===== config.mk =====
export PLATFORM = sky130hd
export DESIGN_NAME = equation_parser
export DESIGN_NICKNAME = d
export VERILOG_FILES = /design/src/rtl/equation_parser.sv
export SDC_FILE = /design/constraint.sdc
export NUM_CORES = 1
export LEC_CHECK = 0
export CAP_MARGIN = 20
export CORE_MARGIN = 2
export CORE_UTILIZATION = 50
export CTS_CLUSTER_DIAMETER = 80
export DETAILED_ROUTE_END_ITERATION = 16
export GPL_TIMING_DRIVEN = 0
export PLACE_DENSITY_LB_ADDON = 0.2
export SYNTH_ARGS = -nofsm -noshare
export SYNTH_HDL_FRONTEND = slang
export SYNTH_SLANG_ARGS = --single-unit

===== constraint.sdc =====
create_clock -name clk -period 2.9 [get_ports clk]
set_clock_uncertainty 0.05 [all_clocks]
set_input_delay 0.725 -clock clk [delete_from_list [all_inputs] [get_ports clk]]
set_output_delay 0.725 -clock clk [all_outputs]
set_load 0.005 [all_outputs]

===== src/rtl/equation_parser.sv =====
// Streaming checker for statements of the form EXPR '=' EXPR ';'.
// Phases: EXPECT = waiting for an operand or '(' | AFTER = an operand/')' just closed | ERROR = sticky until ';'.
module equation_parser #(
  parameter int MAX_DEPTH  = 7,
  parameter int MULTI_CHAR = 1,
  parameter int SKIP_SPACE = 1,
  parameter int CNT_W      = 8
) (
  input  logic                           clk,
  input  logic                           reset,
  input  logic [7:0]                     in,
  input  logic                           in_valid,
  output logic                           out,
  output logic                           err,
  output logic [$clog2(MAX_DEPTH+1)-1:0] depth,
  output logic [CNT_W-1:0]               eq_count,
  output logic [CNT_W-1:0]               err_count
);

  localparam int DW = $clog2(MAX_DEPTH + 1);

  typedef enum logic [1:0] {EXPECT, AFTER, ERROR} phase_e;

  phase_e            phase_q, phase_d;
  logic              side_q, side_d;
  logic [DW-1:0]     depth_q, depth_d;
  logic              last_opnd_q, last_opnd_d;
  logic              started_q, started_d;
  logic [CNT_W-1:0]  eq_cnt_q, eq_cnt_d;
  logic [CNT_W-1:0]  err_cnt_q, err_cnt_d;

  logic is_opnd, is_op, is_lp, is_rp, is_eq, is_term, is_sp;

  always_comb begin
    is_opnd = ((in >= 8'h61) && (in <= 8'h7a)) || ((in >= 8'h41) && (in <= 8'h5a)) ||
              ((in >= 8'h30) && (in <= 8'h39));
    is_op   = (in == 8'h2b) || (in == 8'h2d) || (in == 8'h2a) || (in == 8'h2f);
    is_lp   = (in == 8'h28);
    is_rp   = (in == 8'h29);
    is_eq   = (in == 8'h3d);
    is_term = (in == 8'h3b);
    is_sp   = (in == 8'h20);
  end

  always_comb begin
    phase_d     = phase_q;
    side_d      = side_q;
    depth_d     = depth_q;
    last_opnd_d = last_opnd_q;
    started_d   = started_q;
    eq_cnt_d    = eq_cnt_q;
    err_cnt_d   = err_cnt_q;
    if (in_valid) begin
      if (is_term) begin
        if (phase_q == AFTER && side_q && depth_q == '0) begin
          if (eq_cnt_q != {CNT_W{1'b1}}) eq_cnt_d = eq_cnt_q + 1'b1;
        end else if (started_q) begin
          if (err_cnt_q != {CNT_W{1'b1}}) err_cnt_d = err_cnt_q + 1'b1;
        end
        phase_d     = EXPECT;
        side_d      = 1'b0;
        depth_d     = '0;
        last_opnd_d = 1'b0;
        started_d   = 1'b0;
      end else if (phase_q != ERROR) begin
        if (is_sp) begin
          // A skipped space still splits operands, so "ab c" cannot merge.
          if (SKIP_SPACE != 0) last_opnd_d = 1'b0;
          else                 phase_d     = ERROR;
        end else begin
          started_d = 1'b1;
          phase_d   = ERROR;
          if (phase_q == EXPECT) begin
            if (is_opnd) begin
              phase_d     = AFTER;
              last_opnd_d = 1'b1;
            end else if (is_lp && depth_q != DW'(MAX_DEPTH)) begin
              phase_d = EXPECT;
              depth_d = depth_q + 1'b1;
            end
          end else begin
            if (is_opnd && MULTI_CHAR != 0 && last_opnd_q) begin
              phase_d = AFTER;
            end else if (is_op) begin
              phase_d     = EXPECT;
              last_opnd_d = 1'b0;
            end else if (is_rp && depth_q != '0) begin
              phase_d     = AFTER;
              depth_d     = depth_q - 1'b1;
              last_opnd_d = 1'b0;
            end else if (is_eq && !side_q && depth_q == '0) begin
              phase_d     = EXPECT;
              side_d      = 1'b1;
              last_opnd_d = 1'b0;
            end
          end
        end
      end
    end
  end

  always_ff @(posedge clk or negedge reset) begin
    if (!reset) begin
      phase_q     <= EXPECT;
      side_q      <= 1'b0;
      depth_q     <= '0;
      last_opnd_q <= 1'b0;
      started_q   <= 1'b0;
      eq_cnt_q    <= '0;
      err_cnt_q   <= '0;
    end else begin
      phase_q     <= phase_d;
      side_q      <= side_d;
      depth_q     <= depth_d;
      last_opnd_q <= last_opnd_d;
      started_q   <= started_d;
      eq_cnt_q    <= eq_cnt_d;
      err_cnt_q   <= err_cnt_d;
    end
  end

  assign out       = (phase_q == AFTER) && side_q && (depth_q == '0);
  assign err       = (phase_q == ERROR);
  assign depth     = depth_q;
  assign eq_count  = eq_cnt_q;
  assign err_count = err_cnt_q;

endmodule


* After elaboration in Yosys (flattened, before gate mapping)
Index checks and enable logic that the tools add are counted.
** Operators by class
- Order comparisons :: 6
- Eq/ne operators :: 26
- Bitwise gates (word level) :: 1
- Reduce and logical (&&, ||, !) cells :: 29
- $add $sub $neg :: 4
- Muxes and demuxes :: 39
** Operators with widths (number)
- $eq 8x6->1 const B :: 9
- $mux 3 :: 9
- $mux 1 :: 20
- $mux 2 :: 10
- $add 8x1->8 const B :: 2
- $ge 8x7->1 const B :: 2
- $le 8x7->1 const B :: 2
- $ne 8x8->1 const B :: 2
- $reduce_and 8->1 :: 2
- $logic_and 1x1->1 :: 10
- $ne 2x2->1 const B :: 5
- $reduce_and 5->1 :: 2
- $ne 3x3->1 const B :: 3
- $ge 8x6->1 const B :: 1
- $le 8x6->1 const B :: 1
- $ne 4x4->1 const B :: 2
- $reduce_bool 3->1 :: 2
- $reduce_bool 6->1 :: 1
- $logic_or 1x1->1 :: 5
- $reduce_and 4->1 :: 1
- $reduce_bool 2->1 :: 2
- $add 3x1->3 const B :: 1
- $logic_not 3->1 :: 1
- $ne 3x1->1 const B :: 1
- 9 further kinds :: 9
** Word-level totals
- Input port bits :: 11
- Word-level logic and storage cells :: 112
- Output and inout port bits :: 21
- Bits in registers :: 24

* Longest topological paths before layout
Gate-level depths: netlist of the first run.
- Depth after elaboration :: 11
- Depth in mapped cells :: 7
- Gate-level depth less buffers :: 6

* Worst setup path after synthesis of the first run
Ideal clock, no wire load.
- Kind :: input to register
- Start point :: in in[6]
- End point :: reg depth_q[0] (netlist: depth[0])
- Arrival :: 2.187 ns
- Setup time :: 0.125 ns
- Required time :: 2.725 ns
- Path buffers :: 1
- Cell stages on the path :: 6
- Setup slack :: 0.539 ns
- Path through :: or3b_1 > buf_2 > or4_4 > o211ai_2 > nor2_1 > mux2_2
** On the way
- Word-level cells in the longest chain between the ends :: 7
- Elaborated cells between the ends (all ways) :: 34
- Classes of those cells :: 6 x order compare; 13 x eq/ne; 1 x mux; 14 x reduce/logical
** RTL lines
- from (decl) :: line 11 : input logic [7:0] in,
- $ge 8x7->1 / $le 8x7->1 (equally long branches) :: line 35 : is_opnd = ((in >= 8'h61) && (in <= 8'h7a)) || ((in >= 8'h41) && (in <= 8'h5a)) ||
- $logic_and 1x1->1 :: line 35
- $logic_or 1x1->1 (2 in series) :: line 35
- $logic_and 1x1->1 :: line 82 : if (is_opnd && MULTI_CHAR != 0 && last_opnd_q) begin
- $ne 3x3->1 (no source line)
- $reduce_and 8->1 (no source line)
- to (signal assigned) :: line 114 : depth_q <= depth_d;
- to (decl) :: line 26 : logic [DW-1:0] depth_q, depth_d;
Parallel ways exist; a longest one is shown, timed or not.
A chain may end at the register's enable or synchronous reset.

* Final worst setup path of the first run
- Start point :: reg depth_q[0] (netlist: depth[0])
- End point :: out out
** On the way
- Word-level cells in the longest chain between the ends :: 2
** RTL lines
- $logic_not 3->1 :: line 122 : assign out = (phase_q == AFTER) && side_q && (depth_q == '0);
- $logic_and 1x1->1 :: line 122
- to (decl) :: line 13 : output logic out,
No other way between the ends.

==> results of run 1 <==
==> cell usage in the layout, fill, tap and decap left out, types with 3 or more instances in the layout <==
cell	n
clkdlybuf4s50_1	29
dfrtp_1	23
nand2_1	13
nand3_1	9
xor2_1	9
nor2_1	7
inv_1	6
nand4_1	6
xnor2_1	5
nand2b_1	5
buf_2	4
and3_1	4
a21oi_1	4
a31oi_1	4
nor3_1	3
nor3_2	3
clkbuf_4	3
==> worst max-delay path: cells and delay by family (launching register included) <==
kind / cells / cell delay [ns]
buffers and inverters: 1 / 0.54
AND/OR/NAND/NOR: 2 / 0.68
flip-flops: 1 / 0.47
==> logic make-up after synthesis <==
kind of cell             Yosys count  synth area share, %
AND/OR/NAND/NOR                   69                 28.9
buffers and inverters             11                 3.17
adder cells (fa/ha/maj)            3                 3.08
XOR/XNOR                          14                 8.40
multiplexers                       3                 2.31
flip-flops                        24                 41.1
AO/OA/AOI/OAI                     26                 13.0
==> metal layers <==
layer / up-vias / wire (um)
li1: 616 / -
met3: 6 / 192
met2: 53 / 1490
met4: 0 / 42
met5: - / 0
met1: 609 / 1400
==> through the flow <==
stage / util, % / TNS [ns] / instance area, um2
final: 66.5 / 0 / 1830
after global routing: 66.5 / 0 / 1830
after CTS: 65.7 / 0 / 1810
after detailed placement: 64.9 / -0.257 / 1790
after global placement: 64.9 / -0.0260 / 1790
after floorplan: - / 0 / 1460
==> sequential cells by signal, indices dropped and copies added (netlist names) <==
signal and cells:
eq_count 8, err_count 8, depth 3, phase_q 2, last_opnd_q 1, side_q 1
started_q 1
==> power by group through the flow <==
stage | registers, mW | logic [mW] | clock network (mW)
2_1_floorplan | 0.386 | 0.114 | 0
3_3_place_gp | 0.391 | 0.191 | 0
3_5_place_dp | 0.393 | 0.197 | 0
4_1_cts | 0.386 | 0.197 | 0.147
5_1_grt | 0.395 | 0.222 | 0.161
6_report | 0.390 | 0.198 | 0.143
==> worst max-delay path by stage <==
stage | start | end | cells after the start
6_report | depth[0] | out | 3
5_1_grt | depth[0] | out | 3
4_1_cts | depth[0] | out | 3
3_5_place_dp | in[1] | depth[2] | 6
3_3_place_gp | in[1] | depth[2] | 6
2_1_floorplan | in[6] | depth[0] | 6
==> cell type report <==
class | instances | area share, %
Clock buffer | 3 | 1.23
Tap cell | 31 | 2.11
Sequential cell | 24 | 32.8
Multi-Input combinational cell | 115 | 44.7
Timing Repair Buffer | 30 | 16.6
Inverter | 6 | 1.23
Buffer | 5 | 1.30
==> cell usage after synthesis, types with 2 or more instances <==
| master | instances | share of area, % |
|---|---|---|
| dfrtp_1 | 24 | 41 |
| nand2_1 | 13 | 3.3 |
| nand3_1 | 9 | 3.1 |
| xor2_1 | 9 | 5.4 |
| nor2_1 | 7 | 1.8 |
| inv_1 | 6 | 1.5 |
| nand4_1 | 6 | 2.6 |
| nand2b_1 | 5 | 2.1 |
| xnor2_1 | 5 | 3.0 |
| a21oi_1 | 4 | 1.4 |
| a31oi_1 | 4 | 1.7 |
| and3_1 | 4 | 1.7 |
| buf_2 | 4 | 1.4 |
| nor3_2 | 4 | 2.7 |
| nor3_1 | 3 | 1.0 |
| a2111oi_0 | 2 | 1.2 |
| ha_1 | 2 | 1.7 |
| mux2_2 | 2 | 1.5 |
| nor4_1 | 2 | 0.86 |
| nor4_2 | 2 | 1.7 |
| o21ai_0 | 2 | 0.69 |
| o31ai_1 | 2 | 1.0 |
| or2_2 | 2 | 0.86 |
| or3_1 | 2 | 0.86 |
==> repair_timing <==
item,in CTS,in global routing
setup endpoints to repair,0,1
buffers inserted,0,0
hold buffers,0,0
gates resized for setup,0,2
==> qor.yml, run 1 <==
regArea_um2: 602
vias: 1284
drt-total-wl_mm: 3.13
dp_hpwl_mm: 2.37
cts.clk_slew.worst_paths_ns: 0.12
ys_ff_latch: 24
relSlewSlack_pct: 70.4
cts_buffer_depth: 2
fmax_ghz: 0.361
die_area_um2: 3370
arrival_ns: 1.99
ys_warn_count: 0
met1_usage_pct: 26.6
ys_seq_area_share_pct: 41.1
cts_tree: "yes"
ys.flop_type: "dfrtp_1"
core_area_um2: 2760
top_usage_layer: "met2"
grtUsageMet2_pct: 34.1
rrSetupSlack_ns: 0.74
die_w_um: 58.0
r2r_end: "depth[2]"
rsz0062_at_grt: "false"
via_per_inst: 6.00
antenna_found_initial: 0
drive_above_1_share_pct: 12.6
rr_worst_depth: 6
final.fill_count: 238
whs_path_depth: 1
holdCritStartpoint: "started_q"
final-hold-violation-count: 0
slew_viol_final: 0
final_nets: 199
h-tree-depth: 1
power_switching_uw: 233
yosysUniqueCellTypes: 49
cp-start-kind: "register"
finalNonFillerCells: 214
crit_path_max_fanout: 6
path_cells: "or3_1 -> nor3_4 -> clkdlybuf4s50_1"
rows: 19
syn_inst: 150
synth_area_um2: 1460
p_int_uw: 498
areaGrowthSynthToFinish_pct: 25.6
slowest_delay_ns: 0.54
dieHeight_um: 58.0
grt_pass1_vias: 1197
drt_iter0_drc: 67
critPathKind: "register to output pin"
port_buffers: 29
status: "complete, no violations"
synth_edf_count: 0
peakVddDrop_mv: 0.352
avgSynthCellArea_um2: 9.73
drtAntennaViolNets: 0
fin_hold_ws_ns: 0.445
insertion_delay_ns: 0.31
fin_crit_ns: 2.77
cts_made_buffers: 3
wl_per_cell_um: 14.6
dpl.cell_count: 210
setup_viol: 0
pre_cts_slack_ns: -0.0775
power_uw: 731
drcViolationCount: 0
hold_class: "register to register"
finalCritPeriodShare_pct: 95.5
power_leakage_nw: 0.795
power_frac_comb_pct: 27.1
first_pass_iters: 4
powerDensity_nw_per_um2: 398
rr_startpoint: "phase_q[1]"
pin_count: 32
worst_pin_slew_ns: 0.437
hold_end: "started_q"
slowest_stage: "clkdlybuf4s50_1"
synthesis.nets: 164
clock-root-buffer: "clkbuf_4"
drv_cap: 0
ys_async_sr_fraction_pct: 100
multi_input_area_um2: 820
end_kind: "output pin"
grt_use_total_pct: 20.3
p_seq_share_pct: 53.3
cts.sinks: 24
num_antenna_cells: 0
grt_max_degree: 25
grt_overflow: 0
gp_congestion: 0.866
start_util_pct: 52.9
grt_pass1_wl_mm: 5.34
critPathRequiredTime_ns: 2.12
sw_frac_of_total_pct: 31.9
grt_use_met3_pct: 3.13
fin_ws_ns: 0.131
clkPwrFrac_pct: 19.5
(Power assumes the default switching activity.)
==> inputs of run 2 (changes only) <==
--- a/config.mk
+++ b/config.mk
@@ -8,7 +8,6 @@
 export CAP_MARGIN = 20
 export CORE_MARGIN = 2
 export CORE_UTILIZATION = 50
-export CTS_CLUSTER_DIAMETER = 80
 export DETAILED_ROUTE_END_ITERATION = 16
 export GPL_TIMING_DRIVEN = 0
 export PLACE_DENSITY_LB_ADDON = 0.2
==> results of run 2 <==
Final layout, timing and power as in run 1 (identical DEF).
